<file path="config.mk">
export PLATFORM = sky130hd
export DESIGN_NAME = odd_even_sorter
export DESIGN_NICKNAME = d
export VERILOG_FILES = /design/src/rtl/odd_even_sorter.sv
export SDC_FILE = /design/constraint.sdc
export NUM_CORES = 1
export LEC_CHECK = 0
export ABC_CLOCK_PERIOD_IN_PS = 6000
export BUFFER_PORTS_ARGS = -buffer_cell sky130_fd_sc_hd__buf_2
export CORE_MARGIN = 2
export CORE_UTILIZATION = 58
export CTS_CLUSTER_DIAMETER = 60
export DETAILED_ROUTE_END_ITERATION = 10
export PLACE_DENSITY = 0.76
export SLEW_MARGIN = 20
export SYNTH_ARGS = -nofsm -noshare
export SYNTH_HDL_FRONTEND = slang
export SYNTH_SLANG_ARGS = --single-unit
</file>
<file path="constraint.sdc">
create_clock -name clk -period 6 [get_ports clk]
set_input_delay 0.9 -clock clk [delete_from_list [all_inputs] [get_ports clk]]
set_output_delay 0.9 -clock clk [all_outputs]
set_load 0.02 [all_outputs]
</file>
<file path="src/rtl/odd_even_sorter.sv">
// Serial-load, in-place odd-even transposition sorter with early exit and
// valid/ready streaming on both the load and drain sides.
//
// state | meaning
// IDLE  | waiting for the first word of a batch
// LOAD  | filling slots 1..N-1
// SORT  | one compare-swap phase per clock until sorted or N phases done
// DRAIN | streaming slot[rd_ptr] out under out_ready back-pressure
module odd_even_sorter #(
  parameter int WIDTH = 4,
  parameter int N     = 8,
  parameter int CW    = $clog2(N + 1)
) (
  input  logic             clk,
  input  logic             rst_n,
  input  logic             in_valid,
  output logic             in_ready,
  input  logic [WIDTH-1:0] in_data,
  input  logic             mode_desc,
  output logic             out_valid,
  input  logic             out_ready,
  output logic [WIDTH-1:0] out_data,
  output logic             out_last,
  output logic             busy
);

  typedef enum logic [1:0] {IDLE, LOAD, SORT, DRAIN} state_t;

  state_t           state, state_nxt;
  logic [WIDTH-1:0] mem     [N];
  logic [WIDTH-1:0] mem_nxt [N];
  logic [CW-1:0]    wr_ptr, rd_ptr, phase;
  logic             mode_q, swap_cur, swap_prev, init_done;
  logic             accept, out_fire, phase_swap, sort_done;

  assign accept   = in_valid && in_ready;
  assign out_fire = out_valid && out_ready;
  // Two back-to-back quiet phases (one even, one odd) prove the array is sorted.
  assign sort_done = (phase == CW'(N)) ||
                     ((phase >= CW'(2)) && !swap_cur && !swap_prev);

  always_comb begin
    phase_swap = 1'b0;
    for (int i = 0; i < N; i++) mem_nxt[i] = mem[i];
    for (int i = 0; i < N - 1; i++) begin
      if ((i % 2) == int'(phase[0])) begin
        if (mode_q ? (mem[i] < mem[i+1]) : (mem[i] > mem[i+1])) begin
          mem_nxt[i]   = mem[i+1];
          mem_nxt[i+1] = mem[i];
          phase_swap   = 1'b1;
        end
      end
    end
  end

  always_ff @(posedge clk or negedge rst_n) begin
    if (!rst_n) state <= IDLE;
    else        state <= state_nxt;
  end

  always_comb begin
    state_nxt = state;
    case (state)
      IDLE:  if (accept) state_nxt = LOAD;
      LOAD:  if (accept && (wr_ptr == CW'(N-1))) state_nxt = SORT;
      SORT:  if (sort_done) state_nxt = DRAIN;
      DRAIN: if (out_fire && (rd_ptr == CW'(N-1))) state_nxt = IDLE;
      default: state_nxt = IDLE;
    endcase
  end

  always_comb begin
    in_ready  = init_done && ((state == IDLE) || (state == LOAD));
    out_valid = (state == DRAIN);
    out_data  = out_valid ? mem[rd_ptr] : '0;
    out_last  = out_valid && (rd_ptr == CW'(N-1));
    busy      = (state != IDLE);
  end

  always_ff @(posedge clk or negedge rst_n) begin
    if (!rst_n) begin
      for (int i = 0; i < N; i++) mem[i] <= '0;
      wr_ptr    <= '0;
      rd_ptr    <= '0;
      phase     <= '0;
      mode_q    <= 1'b0;
      swap_cur  <= 1'b0;
      swap_prev <= 1'b0;
      init_done <= 1'b0;
    end else begin
      init_done <= 1'b1;
      case (state)
        IDLE: begin
          if (accept) begin
            mem[0] <= in_data;
            mode_q <= mode_desc;
            wr_ptr <= CW'(1);
          end
        end
        LOAD: begin
          if (accept) begin
            mem[wr_ptr] <= in_data;
            wr_ptr      <= wr_ptr + CW'(1);
            if (wr_ptr == CW'(N-1)) begin
              wr_ptr    <= '0;
              phase     <= '0;
              swap_cur  <= 1'b0;
              swap_prev <= 1'b0;
            end
          end
        end
        SORT: begin
          if (sort_done) begin
            rd_ptr <= '0;
          end else begin
            for (int i = 0; i < N; i++) mem[i] <= mem_nxt[i];
            phase     <= phase + CW'(1);
            swap_prev <= swap_cur;
            swap_cur  <= phase_swap;
          end
        end
        DRAIN: begin
          if (out_fire) rd_ptr <= (rd_ptr == CW'(N-1)) ? '0 : rd_ptr + CW'(1);
        end
        default: ;
      endcase
    end
  end

endmodule

</file>
==> summary.txt, run 1 <==
status: finished, final reports clean
Clock Sinks: 50
M1 wire length: 4.77 mm
Num CTS Buffers: 5
unrepaired setup endpoints after global routing: false
initial drt markers: 449
vias: 3880
first-pass GRT wire length: 18.6 mm
Hold WC Path Type: reg2reg
area grow syn2layout: 6.06%
antenna violations before repair: 0
metal2 WL: 5.30 mm
P per Cell Area: 583 nW/um2
CTS max path bufs: 2
share of flip-flops with an asynchronous set or reset: 1.00
endpoints failing setup: 0
vias per cell: 6.57
Filler cells: 628
Placed Cells: 583
Yosys reg bits: 50
hold_buf cts: 0
nets: 537
total gr overflow: 0
Static Leak: 0.00197 uW
pin count of the biggest net entering global routing: 51
Final Cycle Share: 0.495
Post-Route WL: 11.2 mm
port bufs: 16
HPWL Detailed: 8.32 mm
worst slew pin tran: 0.935 ns
Top Metal Used: met4
Peak VDD IR: 366 uV
core area: 7250 um2
gate count after technology mapping: 480
Worst Path Arrival: 3.16 ns
Yosys cell types: 58
first-pass detailed-route iteration total: 5
area of the multi-input gates: 2860 um2
layout cells sized above 1: 0.142
setup total negative slack: 0 ns
CTS root buf: clkbuf_8
CTS H-tree depth: 2
Detail Route Antenna Nets: 0
Slew Viols, Final: 0
routed len/inst: 19.0 um
syn_nets: 526
post_cts resized: 0
sequential area share after synthesis: 0.289
die height: 90.4 um
vias in the first global route: 3618
Final min period: 2.97 ns
crit-path max FO: 26
Slew Limit Headroom: 0.377
Peak Freq: 336 MHz
Starting Density: 0.598
CTS tree: yes
area of the mapped netlist: 4330 um2
final hold violation count: 0
Rows: 31
All-Layer GR Usage: 0.285
critical path type: reg2reg
Crit path required time: 6.19 ns
crit path launch type: flip-flop
CP Capture Type: flip-flop
YS warnings: 0
CP cell instances: inv_1 -> ha_1 -> or4_4 -> o21ai_4 -> and3_1 -> nor2_1 -> a22oi_1 -> o211ai_1
Reg area: 1250 um2
IO Pins: 17
synthesized area per cell: 9.03 um2
Hold Crit Depth: 1
clock latency at the later pin of the worst-skew pair: 0.31 ns
GP Congestion: 0.899
clock slew at reported path FFs: 0.09 ns
n_diodes: 0
Non-Filler Instances: 591
EDFF count, synth: 0
Worst Reg2Reg Path Length in Cells: 8
area of the die: 8180 um2
post-CTS setup buffers: 0
Post-synth top flop: dfrtp_1
slowest library cell on the worst path: and3_1
CP peak stage delay: 0.80 ns
clock skew: 0.0101 ns
Met3 Wirelength: 733 um
Max Cap Viol: 0
die width: 90.4 um
DRC: 0
==> Yosys cell counts (2+ instances only) <==
cell | number | area [um2]
nand2_1 | 55 | 206
dfrtp_1 | 50 | 1250
inv_1 | 43 | 161
ha_1 | 37 | 463
mux2i_1 | 33 | 330
nor2_1 | 33 | 124
nand3_1 | 29 | 145
o21ai_0 | 22 | 110
a21oi_1 | 21 | 105
a22oi_1 | 15 | 113
o211ai_1 | 13 | 97.6
mux2_2 | 9 | 101
buf_2 | 8 | 40.0
mux4_2 | 8 | 180
or3_1 | 7 | 43.8
a21o_1 | 6 | 45.0
mux2i_2 | 6 | 82.6
nor2b_1 | 6 | 37.5
a2bb2oi_1 | 5 | 43.8
or2_4 | 5 | 43.8
a32oi_1 | 4 | 35.0
a41oi_1 | 4 | 35.0
clkbuf_1 | 4 | 15.0
nor4_1 | 4 | 25.0
o2111ai_2 | 4 | 60.1
o211ai_2 | 4 | 50.1
o221ai_1 | 4 | 35.0
o22a_1 | 4 | 35.0
and3_1 | 3 | 18.8
and2_1 | 2 | 12.5
nand2b_1 | 2 | 12.5
nand3b_1 | 2 | 15.0
nand4_1 | 2 | 12.5
o21ai_2 | 2 | 17.5
==> sequential cells by signal, summed over array words and instances (netlist names) <==
name	flops
mem	32
phase	4
rd_ptr	4
wr_ptr	4
state	2
init_done	1
mode_q	1
swap_cur	1
swap_prev	1
==> layer usage <==
layer	track usage	vias up
met2	0.461	174
met1	0.390	1875
met3	0.0376	36
li1	-	1795
met4	0.115	0
met5	0	-
==> cell families (layout without fill, tap and decap cells) <==
group           count (synthesis)  count (layout)  share of synthesized area
compound gates                117             117                      0.200
fa+ha+maj                      37              37                      0.107
flops                          50              50                      0.289
simple gates                  162             162                      0.191
other cells                     1               1                   0.000865
buf+inv                        57              69                     0.0517
mux                            56              56                      0.160
==> final timing paths <==
path | from | end | slack, ns
max | phase[0] | mem[26] | 3.03
min | rd_ptr[3] | rd_ptr[3] | 0.50
max in group asynchronous | rst_n | mem[3] | 4.88
min reg2reg | rd_ptr[3] | rd_ptr[3] | 0.50
max reg2reg | phase[0] | mem[26] | 3.03
min in group asynchronous | rst_n | mem[28] | 0.68
==> layout make-up <==
cell class	instances	area share
clock buffers	6	0.0158
flip-flops and latches	50	0.272
well taps	99	0.0269
inverters	44	0.0359
repair buffers	17	0.0191
multi-input cells	373	0.622
clock inverters	2	0.00817
==> layout by cell type, fill, tap and decap left out, drive strengths merged, types with 5 or more instances in the layout <==
cell type / count
nor2: 33
mux2i: 39
a2bb2oi: 5
o211ai: 17
clkbuf: 6
a21oi: 21
buf: 17
inv: 43
nor2b: 6
nand2: 56
a22oi: 15
or2: 5
mux2: 9
or3: 7
a21o: 6
mux4: 8
ha: 37
dfrtp: 50
nand3: 29
nor4: 5
o21ai: 26
==> metrics by stage <==
| stage | utilization | setup slack (ns) | cell area (um2) | hold slack, ns | power (uW) |
|---|---|---|---|---|---|
| after global placement | 0.619 | 3.21 | 4490 | 0.485 | 2360 |
| final | 0.634 | 3.03 | 4600 | 0.501 | 2680 |
| after detailed placement | 0.619 | 3.09 | 4490 | 0.487 | 2420 |
| after global routing | 0.634 | 2.80 | 4600 | 0.528 | 2900 |
| after CTS | 0.634 | 3.07 | 4600 | 0.508 | 2660 |
| after floorplan | - | 3.53 | 4330 | 0.451 | 2010 |
==> report_power, final <==
group | switching, uW | total (uW) | internal [uW]
clock | 117 | 242 | 125
combinational | 990 | 1720 | 734
sequential | 253 | 714 | 461
total | 1360 | 2680 | 1320
==> critical path, delay by kind of cell, from the launching register on <==
kind                     cells  cell delay, ns
AND/OR/NAND/NOR              3            1.57
AO/OA/AOI/OAI                3            0.48
flip-flops                   1            0.42
adder cells (fa/ha/maj)      1            0.22
buffers and inverters        1            0.14
No activity file was read; power rests on OpenSTA's default activity.
==> run 2, diff against run 1 <==
--- a/config.mk
+++ b/config.mk
@@ -5,13 +5,14 @@
 export SDC_FILE = /design/constraint.sdc
 export NUM_CORES = 1
 export LEC_CHECK = 0
-export ABC_CLOCK_PERIOD_IN_PS = 6000
+export ABC_AREA = 1
+export ABC_CLOCK_PERIOD_IN_PS = 2650
 export BUFFER_PORTS_ARGS = -buffer_cell sky130_fd_sc_hd__buf_2
 export CORE_MARGIN = 2
 export CORE_UTILIZATION = 58
 export CTS_CLUSTER_DIAMETER = 60
 export DETAILED_ROUTE_END_ITERATION = 10
-export PLACE_DENSITY = 0.76
+export PLACE_DENSITY = 0.78
 export SLEW_MARGIN = 20
 export SYNTH_ARGS = -nofsm -noshare
 export SYNTH_HDL_FRONTEND = slang
==> constraint.sdc (replaced) <==
create_clock -name clk -period 2.65 [get_ports clk]
set_input_delay 0.3975 -clock clk [delete_from_list [all_inputs] [get_ports clk]]
set_output_delay 0.3975 -clock clk [all_outputs]
set_load 0.02 [all_outputs]
==> run 2 against run 1 <==
Clock skew shrank 0.0028 ns. Critical path type is now reg2out. Sequential cell count did not move. Largest cell class unchanged. Cell area increased by 12%. Core utilization is 0.64 points lower. Via count is 28% higher. First-iteration DRC count rose by 1.6%. Critical path depth down 1. Critical endpoint is now out_data[0].
==> summary.txt, run 2 <==
status: finished, final reports clean (unchanged)
Static Leak: 0.00293 uW (was 0.00197 uW)
area of the mapped netlist: 4850 um2 (was 4330 um2)
P per Cell Area: 1410 nW/um2 (was 583 nW/um2)
Top reg by flops: mem (unchanged)
DRC: 0 (unchanged)
Synth area leaders: dfrtp_1 (26%), nand2_1 (17%), inv_1 (10%) (was dfrtp_1 (29%), ha_1 (11%), mux2i_1 (7.6%))
post_cts resized: 0 (unchanged)
Slew Limit Headroom: 0.528 (was 0.377)
Final min period: 2.47 ns
family with the most delay on the worst path: flip-flops (was simple AND/OR/NAND/NOR gates)
CP peak stage delay: 0.62 ns (was 0.80 ns)
CTS root buf: clkbuf_8 (unchanged)
Worst Path Buf+Inv: 2 (was 1)
Slew Viols, Final: 0 (unchanged)
vias: 4972 (was 3880)
clock slew at reported path FFs: 0.10 ns (was 0.09 ns)
Final Cycle Share: 0.934
vias in the first global route: 4585 (was 3618)
Hold WC Path Type: in2async (was reg2reg)
unrepaired setup endpoints after global routing: false (unchanged)
Starting Density: 0.594 (was 0.598)
Reg-to-Reg End: swap_cur (was mem[26])
layout cells sized above 1: 0.0795 (was 0.142)
Post-synth top flop: dfrtp_1 (unchanged)
pre-CTS setup slack: 0.401 ns (was 3.09 ns)
crit-path max FO: 12 (was 26)
post-CTS setup buffers: 0 (unchanged)
routed len/inst: 15.2 um (was 19.0 um)
vias per cell: 5.70 (was 6.57)
most frequent cell after synthesis: nand2_1 (unchanged)
antenna violations before repair: 0 (unchanged)
pin count of the biggest net entering global routing: 51 (unchanged)
Crit path required time: 2.25 ns (was 6.19 ns)
final worst slack: 0.175 ns (was 3.03 ns)
critical path type: reg2out (was reg2reg)
worst slew pin tran: 0.705 ns (was 0.935 ns)
Worst Reg2Reg Path Length in Cells: 10 (was 8)
endpoints failing setup: 0 (unchanged)
All-Layer GR Usage: 0.307 (was 0.285)
die height: 95.5 um (was 90.4 um)
area of the die: 9120 um2 (was 8180 um2)
most frequent cells in the layout: nand2_1 (217), inv_1 (134), nand3_1 (55) (was nand2_1 (55), dfrtp_1 (50), inv_1 (43))
area grow syn2layout: 5.67% (was 6.06%)
synthesized area per cell: 6.45 um2 (was 9.03 um2)
first-pass detailed-route iteration total: 5 (unchanged)
Rows: 33 (was 31)
FF-to-FF setup slack: 0.29 ns (was 3.03 ns)
die width: 95.5 um (was 90.4 um)
Peak Freq: 404 MHz
CTS H-tree depth: 2 (unchanged)
EDFF count, synth: 0 (unchanged)
Detail Route Antenna Nets: 0 (unchanged)
Yosys top cell by area: dfrtp_1 (unchanged)
initial drt markers: 456 (was 449)
commonest non-fill, non-tap cell in the layout: nand2_1 (unchanged)
Clock Sinks: 50 (unchanged)
max reg flops: 32 (unchanged)
final hold violation count: 0 (unchanged)
sequential area share after synthesis: 0.258 (was 0.289)
HPWL Detailed: 9.56 mm (was 8.32 mm)
Peak VDD IR: 685 uV (was 366 uV)
CTS tree: yes (unchanged)
CP Capture Type: output port (was flip-flop)
WP depth: 7 (was 8)
Worst Path Arrival: 2.08 ns (was 3.16 ns)
setup total negative slack: 0 ns (unchanged)
share of flip-flops with an asynchronous set or reset: 1.00 (unchanged)
Max Cap Viol: 0 (unchanged)
syn_nets: 798 (was 526)
CP cell instances: inv_1 -> a21oi_1 -> o21ai_0 -> nand3_1 -> nand2_1 -> a31oi_1 -> buf_2 (was inv_1 -> ha_1 -> or4_4 -> o21ai_4 -> and3_1 -> nor2_1 -> a22oi_1 -> o211ai_1)
core area: 8180 um2 (was 7250 um2)
clock latency at the later pin of the worst-skew pair: 0.31 ns (about the same)
port bufs: 16 (unchanged)
Post-Route WL: 13.2 mm (was 11.2 mm)
share of the synthesized area in the top cell type: 0.258 (was 0.289)
IO Pins: 17 (unchanged)
FF-to-FF Start: mem[23] (was phase[0])
YS warnings: 0 (unchanged)
crit path launch type: flip-flop (unchanged)
Commonest cells post-synth: nand2_1 (217), inv_1 (134), nand3_1 (55) (was nand2_1 (55), dfrtp_1 (50), inv_1 (43))
first-pass GRT wire length: 21.8 mm (was 18.6 mm)
CTS max path bufs: 2 (unchanged)
Yosys reg bits: 50 (unchanged)
hold_buf cts: 0 (unchanged)
n_diodes: 0 (unchanged)
gate count after technology mapping: 752 (was 480)
Yosys cell types: 37 (was 58)
slowest library cell on the worst path: dfrtp_1 (was and3_1)
GP Congestion: 0.981 (was 0.899)
nets: 812 (was 537)
Num CTS Buffers: 5 (unchanged)
total gr overflow: 0 (unchanged)
clock skew: 0.00735 ns (was 0.0101 ns)
run 2: cell types whose count changed after synthesis, moves of 26 or more:
cell,previous run,this run
mux2i_1,33,0
inv_1,43,134
nand3_1,29,55
a21oi_1,21,54
nand4_1,2,48
nand2_1,55,217
run 2: layout make-up:
cell class                 count  area [um2]
clock buffer                   7        86.3
fill                         791        3050
multi-input combinational    545        2970
inverter                     137         520
timing repair buffer          27         163
tap                          105         131
sequential                    50        1250
clock inverter                 1        5.00
run 2: cells by family after synthesis:
kind of cell | Yosys count | share of synthesized area
xor+xnor | 4 | 0.00722
fa+ha+maj | 37 | 0.0954
flops | 50 | 0.258
buf+inv | 157 | 0.130
simple gates | 385 | 0.375
other cells | 1 | 0.000773
compound gates | 118 | 0.134
run 2: worst register-to-register path, delay by kind of cell, from the launching register on:
| family | cells | cell delay, ns |
|---|---|---|
| adders and majority gates | 1 | 0.32 |
| and+or+nand+nor | 7 | 1.16 |
| DFF | 1 | 0.41 |
| buffers and inverters | 1 | 0.11 |
| AOI/OAI and AO/OA | 1 | 0.23 |
run 2: worst max-delay path by stage:
| stage | startpoint | endpoint |
|---|---|---|
| floorplan | phase[0] | mem[29] |
| global placement | mem[21] | swap_cur |
| detailed placement | mem[23] | swap_cur |
| CTS | rd_ptr[1] | out_data[0] |
| global route | rd_ptr[1] | out_data[0] |
| finish | rd_ptr[1] | out_data[0] |
run 2: power breakdown:
part | switching, uW | internal (uW) | total [uW]
logic | 3590 | 1690 | 5270
clock network | 282 | 212 | 494
registers | 393 | 1090 | 1480
total | 4260 | 2990 | 7250
run 2: per-stage QoR:
stage	utilization	instance area (um2)	total power [uW]	hold slack, ns	cells
after floorplan	-	4850	5370	0.102	752
after global placement	0.616	5040	6500	0.487	864
after detailed placement	0.616	5040	6650	0.497	864
after CTS	0.627	5130	7160	0.233	872
after global routing	0.627	5130	8060	0.282	872
final	0.627	5130	7250	0.211	872
run 2: routing by layer:
metal | track usage | up-vias | part of all wire
li1 | - | 2465 | -
met1 | 0.424 | 2272 | 0.44
met2 | 0.492 | 201 | 0.45
met3 | 0.0443 | 34 | 0.078
met4 | 0.110 | 0 | 0.027
met5 | 0 | - | 0
